$ cat src/rtl/adder_tree_accum.sv
// Sparse-masked, pipelined adder tree feeding a plain or MSB-first shift-add accumulator.
// Emits one result per ACC_LEN accepted beats with a single-cycle valid strobe.
module adder_tree_accum #(
  parameter  int unsigned N_IN     = 4,
  parameter  int unsigned IN_W     = 4,
  parameter  int unsigned ACC_LEN  = 4,
  localparam int unsigned TREE_LAT = (N_IN > 1) ? $clog2(N_IN) : 0,
  localparam int unsigned SUM_W    = IN_W + TREE_LAT,
  localparam int unsigned OUT_W    = SUM_W + ACC_LEN
) (
  input  logic                 clk,
  input  logic                 rst,
  input  logic                 in_valid,
  input  logic [N_IN*IN_W-1:0] in_data,
  input  logic [N_IN-1:0]      in_mask,
  input  logic                 shift_mode,
  output logic [OUT_W-1:0]     op,
  output logic                 op_valid,
  output logic                 busy
);

  localparam int unsigned NPAD      = 1 << TREE_LAT;
  localparam int unsigned TREE_BITS = (2 * NPAD - 1) * SUM_W;
  localparam int unsigned CNT_W     = $clog2(ACC_LEN);

  // Node offset (in SUM_W units) of the first entry of tree level s in r_tree.
  function automatic int unsigned lvl_off(input int unsigned s);
    return 2 * NPAD - 2 * (NPAD >> s);
  endfunction

  logic [NPAD*SUM_W-1:0] w_lanes;
  logic [TREE_BITS-1:0]  r_tree;
  logic [SUM_W-1:0]      w_tree_sum;

  logic [CNT_W-1:0]      r_cnt;
  logic [CNT_W-1:0]      w_cnt_nxt;
  logic                  w_last;
  logic                  w_beat_mode;
  logic                  r_grp_mode;
  logic                  w_last_pend;
  logic [TREE_LAT:0]     r_vld;
  logic [TREE_LAT:0]     r_last;
  logic [TREE_LAT:0]     r_mode;

  logic [OUT_W-1:0]      r_acc;
  logic [OUT_W-1:0]      w_acc_nxt;
  logic [OUT_W-1:0]      r_op;
  logic                  r_op_valid;
  logic                  r_busy;

  // Masked lanes, zero-padded up to the next power of two.
  always_comb begin
    w_lanes = '0;
    for (int i = 0; i < int'(N_IN); i++) begin
      if (in_mask[i]) w_lanes[i*SUM_W +: SUM_W] = SUM_W'(in_data[i*IN_W +: IN_W]);
    end
  end

  // Level 0 registers the lanes; each further level registers pairwise sums.
  always_ff @(posedge clk or negedge rst) begin
    if (!rst) begin
      r_tree <= '0;
    end else begin
      r_tree[0 +: NPAD*SUM_W] <= w_lanes;
      for (int s = 1; s <= int'(TREE_LAT); s++) begin
        for (int j = 0; j < int'(NPAD >> s); j++) begin
          r_tree[(int'(lvl_off(s)) + j) * SUM_W +: SUM_W] <=
            r_tree[(int'(lvl_off(s - 1)) + 2 * j) * SUM_W +: SUM_W] +
            r_tree[(int'(lvl_off(s - 1)) + 2 * j + 1) * SUM_W +: SUM_W];
        end
      end
    end
  end

  assign w_tree_sum = r_tree[TREE_BITS-1 -: SUM_W];

  assign w_last      = (r_cnt == CNT_W'(ACC_LEN - 1));
  assign w_beat_mode = (r_cnt == '0) ? shift_mode : r_grp_mode;

  always_comb begin
    w_cnt_nxt = r_cnt;
    if (in_valid) w_cnt_nxt = w_last ? '0 : r_cnt + CNT_W'(1);
  end

  // A group is still outstanding if a last-beat marker will remain in the pipe after this edge.
  always_comb begin
    w_last_pend = in_valid & w_last;
    for (int i = 0; i < int'(TREE_LAT); i++) w_last_pend = w_last_pend | r_last[i];
  end

  always_ff @(posedge clk or negedge rst) begin
    if (!rst) begin
      r_cnt      <= '0;
      r_grp_mode <= 1'b0;
      r_vld      <= '0;
      r_last     <= '0;
      r_mode     <= '0;
      r_busy     <= 1'b0;
    end else begin
      for (int i = int'(TREE_LAT); i > 0; i--) begin
        r_vld[i]  <= r_vld[i-1];
        r_last[i] <= r_last[i-1];
        r_mode[i] <= r_mode[i-1];
      end
      r_vld[0]  <= in_valid;
      r_last[0] <= in_valid & w_last;
      r_mode[0] <= w_beat_mode;
      r_cnt     <= w_cnt_nxt;
      if (in_valid && (r_cnt == '0)) r_grp_mode <= shift_mode;
      r_busy    <= (w_cnt_nxt != '0) | w_last_pend;
    end
  end

  assign w_acc_nxt = r_mode[TREE_LAT] ? ({r_acc[OUT_W-2:0], 1'b0} + OUT_W'(w_tree_sum))
                                      : (r_acc + OUT_W'(w_tree_sum));

  // Accumulate tree outputs; the group's final beat publishes the result and clears the accumulator.
  always_ff @(posedge clk or negedge rst) begin
    if (!rst) begin
      r_acc      <= '0;
      r_op       <= '0;
      r_op_valid <= 1'b0;
    end else begin
      r_op_valid <= 1'b0;
      if (r_vld[TREE_LAT]) begin
        if (r_last[TREE_LAT]) begin
          r_op       <= w_acc_nxt;
          r_op_valid <= 1'b1;
          r_acc      <= '0;
        end else begin
          r_acc <= w_acc_nxt;
        end
      end
    end
  end

  assign op       = r_op;
  assign op_valid = r_op_valid;
  assign busy     = r_busy;

endmodule

$ cat config.mk
export PLATFORM = sky130hd
export DESIGN_NAME = adder_tree_accum
export DESIGN_NICKNAME = d
export VERILOG_FILES = /design/src/rtl/adder_tree_accum.sv
export SDC_FILE = /design/constraint.sdc
export NUM_CORES = 1
export LEC_CHECK = 0
export BUFFER_PORTS_ARGS = -buffer_cell sky130_fd_sc_hd__clkbuf_2
export CORE_UTILIZATION = 55
export DETAILED_ROUTE_END_ITERATION = 10
export PLACE_DENSITY = 0.76
export SYNTH_ARGS = -nofsm -noshare
export SYNTH_HDL_FRONTEND = slang
export SYNTH_SLANG_ARGS = --single-unit
$ cat constraint.sdc
create_clock -name clk -period 2.8 [get_ports clk]
set_clock_uncertainty 0.15 [all_clocks]
set_input_delay 0.14 -clock clk [delete_from_list [all_inputs] [get_ports clk]]
set_output_delay 0.14 -clock clk [all_outputs]
set_load 0.02 [all_outputs]
==> reports/qor.txt <==
Slowest CP cell: dfrtp_1
Io pins: 36
Number of DRC markers in iteration 0: 118
HP Class: reg -> reg
Post-synthesis sequential area ratio: 50.2%
Largest net degree at the start of global routing: 35
Post-Place Cells: 394
Worst path top cell family by delay: adder cells
Initial antenna violation count: 1
Setup TNS: 0 ps
Unrepaired setup endpoints after global routing: no
Worst path depth: 8
Fin crit share: 89.0%
Hold path depth: 0
Die area: 6300 um2
WL final: 6480 um
CP required: 2880 ps
Area of the multi-input gates: 1490 um2
Die Width: 79.4 um
Post-Syn Nets: 347
Max VDD drop: 0.472 mV
Reg2reg path depth: 8
Worst path arrival time: 2570 ps
Final Setup Violations: 0
Final GP Congestion: 0.888
TritonCTS clock tree: done
Initial cell density of the core: 58.3%
Avg Synthesized Cell Area: 11.3 um2
Worst skew pair latency: 340 ps
Congestion Overflow GR: 0
Vias in the first global route: 2532
Clock-pin slew on the worst setup and hold paths: 80 ps
Vias per cell: 5.24
Count of cell types in the netlist: 42
F_max: 0.401 GHz
Yosys warnings: 0
Clock Sinks: 66
Max incr delay on CP: 410 ps
Number of flops mapped to enable cells by yosys: 0
HPWL after DPL: 4110 um
Syn Inst Count: 292
Drt pass-1 iters: 4
Critical path type: reg -> reg
TritonCTS Buffers: 9
Post_cts resized: 0
Status: completed
Async S/R FF share, synth: 100%
Total of max-cap violations: 0
Cell area after synthesis: 3290 um2
Vias: 2336
DRC viols: 0
CTS Buffer Depth: 2
Nets: 423
H-tree levels: 3
Count of pins over their slew limit: 0
Worst setup EP type: register
Startpoint Class: register
Filler Cells Inserted: 363
Synth Register Bits: 66
Worst path cell trace: ha_1 -> fa_1 -> a21o_1 -> a221oi_2 -> nor2_1 -> xnor2_1 -> mux2i_1 -> mux2_2
Dominant synthesized flop cell: dfrtp_1
Slew headroom: 44.2%
CP Max Fanout: 4
Row cnt: 27
Final ANT Viol Nets: 0
Post-Layout Cell Count: 446
Crit path time final: 2490 ps
Core Area: 5640 um2
GRT Total Usage: 24.2%
Worst-margin pin slew: 837 ps
Sequential cell area: 1650 um2
Layout Utilization: 73.4%
Hold Fails Final Rpt: 0
DR WL/cell: 14.5 um
P_leak: 2.08 nW
Commonest cells after routing, fill and taps aside: dfrtp_1, dlygate4sd3_1, clkbuf_2, inv_1, ha_1
Layout area overhead: 25.9%
Die span in y: 79.4 um
Buf/Inv on CP: 0
Layout cell share with drive strength beyond 1: 18.2%
Pwr dens: 974 nW/um2
PortBufs: 35
Commonest non-fill, non-tap cell in the layout: dfrtp_1
First-pass GRT wire length: 11100 um
Post-CTS Setup Bufs: 0
Root buffer cell: clkbuf_8
-- layout make-up --
cell class              instances  area share, %
inverters                      27           2.45
well taps                      72           2.18
clock buffers                  10           3.32
diodes                          1         0.0604
flip-flops and latches         66           39.9
repair buffers                 73           13.5
clock inverters                 6           2.72
multi-input cells             191           35.9
-- registers in the layout, summed over array words and instances (netlist names) --
name	flops
op_valid	1
r_tree	32
r_acc	10
r_cnt	2
r_last	3
r_vld	3
r_grp_mode	1
busy	1
r_mode	3
op	10
-- worst reg2reg max path, cell delays in order, from the launching register on --
cell and delay [ps]:
dfrtp_1 410, ha_1 220, fa_1 410, a21o_1 220, a221oi_2 340, nor2_1 150
xnor2_1 150, mux2i_1 70, mux2_2 280
-- cell families after synthesis --
kind of cell | synth area share, %
mux | 3.54
compound gates | 12.3
buf+inv | 4.68
xor+xnor | 5.59
flops | 50.2
fa+ha+maj | 12.9
simple gates | 10.8
-- routing by layer --
layer	vias to the layer above	wire length (um)	global-route usage [%]
li1	1141	-	-
met2	57	3410	43.5
met4	0	223	12.2
met5	-	0	0
met3	23	227	6.55
met1	1115	2630	26.0
-- Yosys cell counts, drive strengths merged, types with 2 or more instances --
library cell,number,share of area (%)
ha,26,9.9
xor2,4,1.1
xnor2,17,4.5
inv,27,3.1
nand2b,5,0.95
mux2,5,1.7
mux2i,6,1.8
buf,4,1.0
o22a,2,0.53
nand2,18,2.1
nand3,4,0.61
dfrtp,66,50
nor2,6,0.68
a21o,10,2.3
a21oi,17,2.6
o21ai,18,2.9
nor2b,6,1.1
nand4,2,0.38
and2,17,3.2
o22ai,7,1.3
fa,5,3.0
clkbuf,4,0.57
-- stage by stage --
stage / total power, mW / setup slack, ps / cell area [um2] / hold slack [ps]
detailed placement: 3.01 / 307 / 3540 / 126
CTS: 4.05 / 303 / 4140 / 198
global placement: 2.95 / 372 / 3540 / 110
global route: 4.36 / 145 / 4140 / 218
floorplan: 2.64 / 495 / 3290 / -306
finish: 4.03 / 309 / 4140 / 192
-- what timing repair did --
| action | 4_1_cts | 5_1_grt |
|---|---|---|
| endpoints found under the hold margin | 55 | 0 |
| hold buffers | 35 | 0 |
| endpoints found under the setup margin | 0 | 0 |
-- power breakdown --
group	switching, mW	leakage (nW)	internal [mW]	total [mW]
clock	0.367	0.127	0.619	0.986
sequential	0.238	0.826	1.21	1.44
combinational	0.869	1.13	0.734	1.60
-- worst paths after layout --
check / startpoint / slack [ps] / to
setup / recovery: r_acc[0]$_DFFE_PN0P_ / 310 / op[8]$_DFFE_PN0P_
hold / removal: r_vld[1]$_DFF_PN0_ / 190 / r_vld[2]$_DFF_PN0_
setup reg to reg: r_acc[0]$_DFFE_PN0P_ / 310 / op[8]$_DFFE_PN0P_
hold reg to reg: r_vld[1]$_DFF_PN0_ / 190 / r_vld[2]$_DFF_PN0_
max in group asynchronous: rst / 1550 / r_tree[40]$_DFF_PN0_
min in group asynchronous: rst / 290 / r_tree[8]$_DFF_PN0_
(Power assumes the default switching activity.)
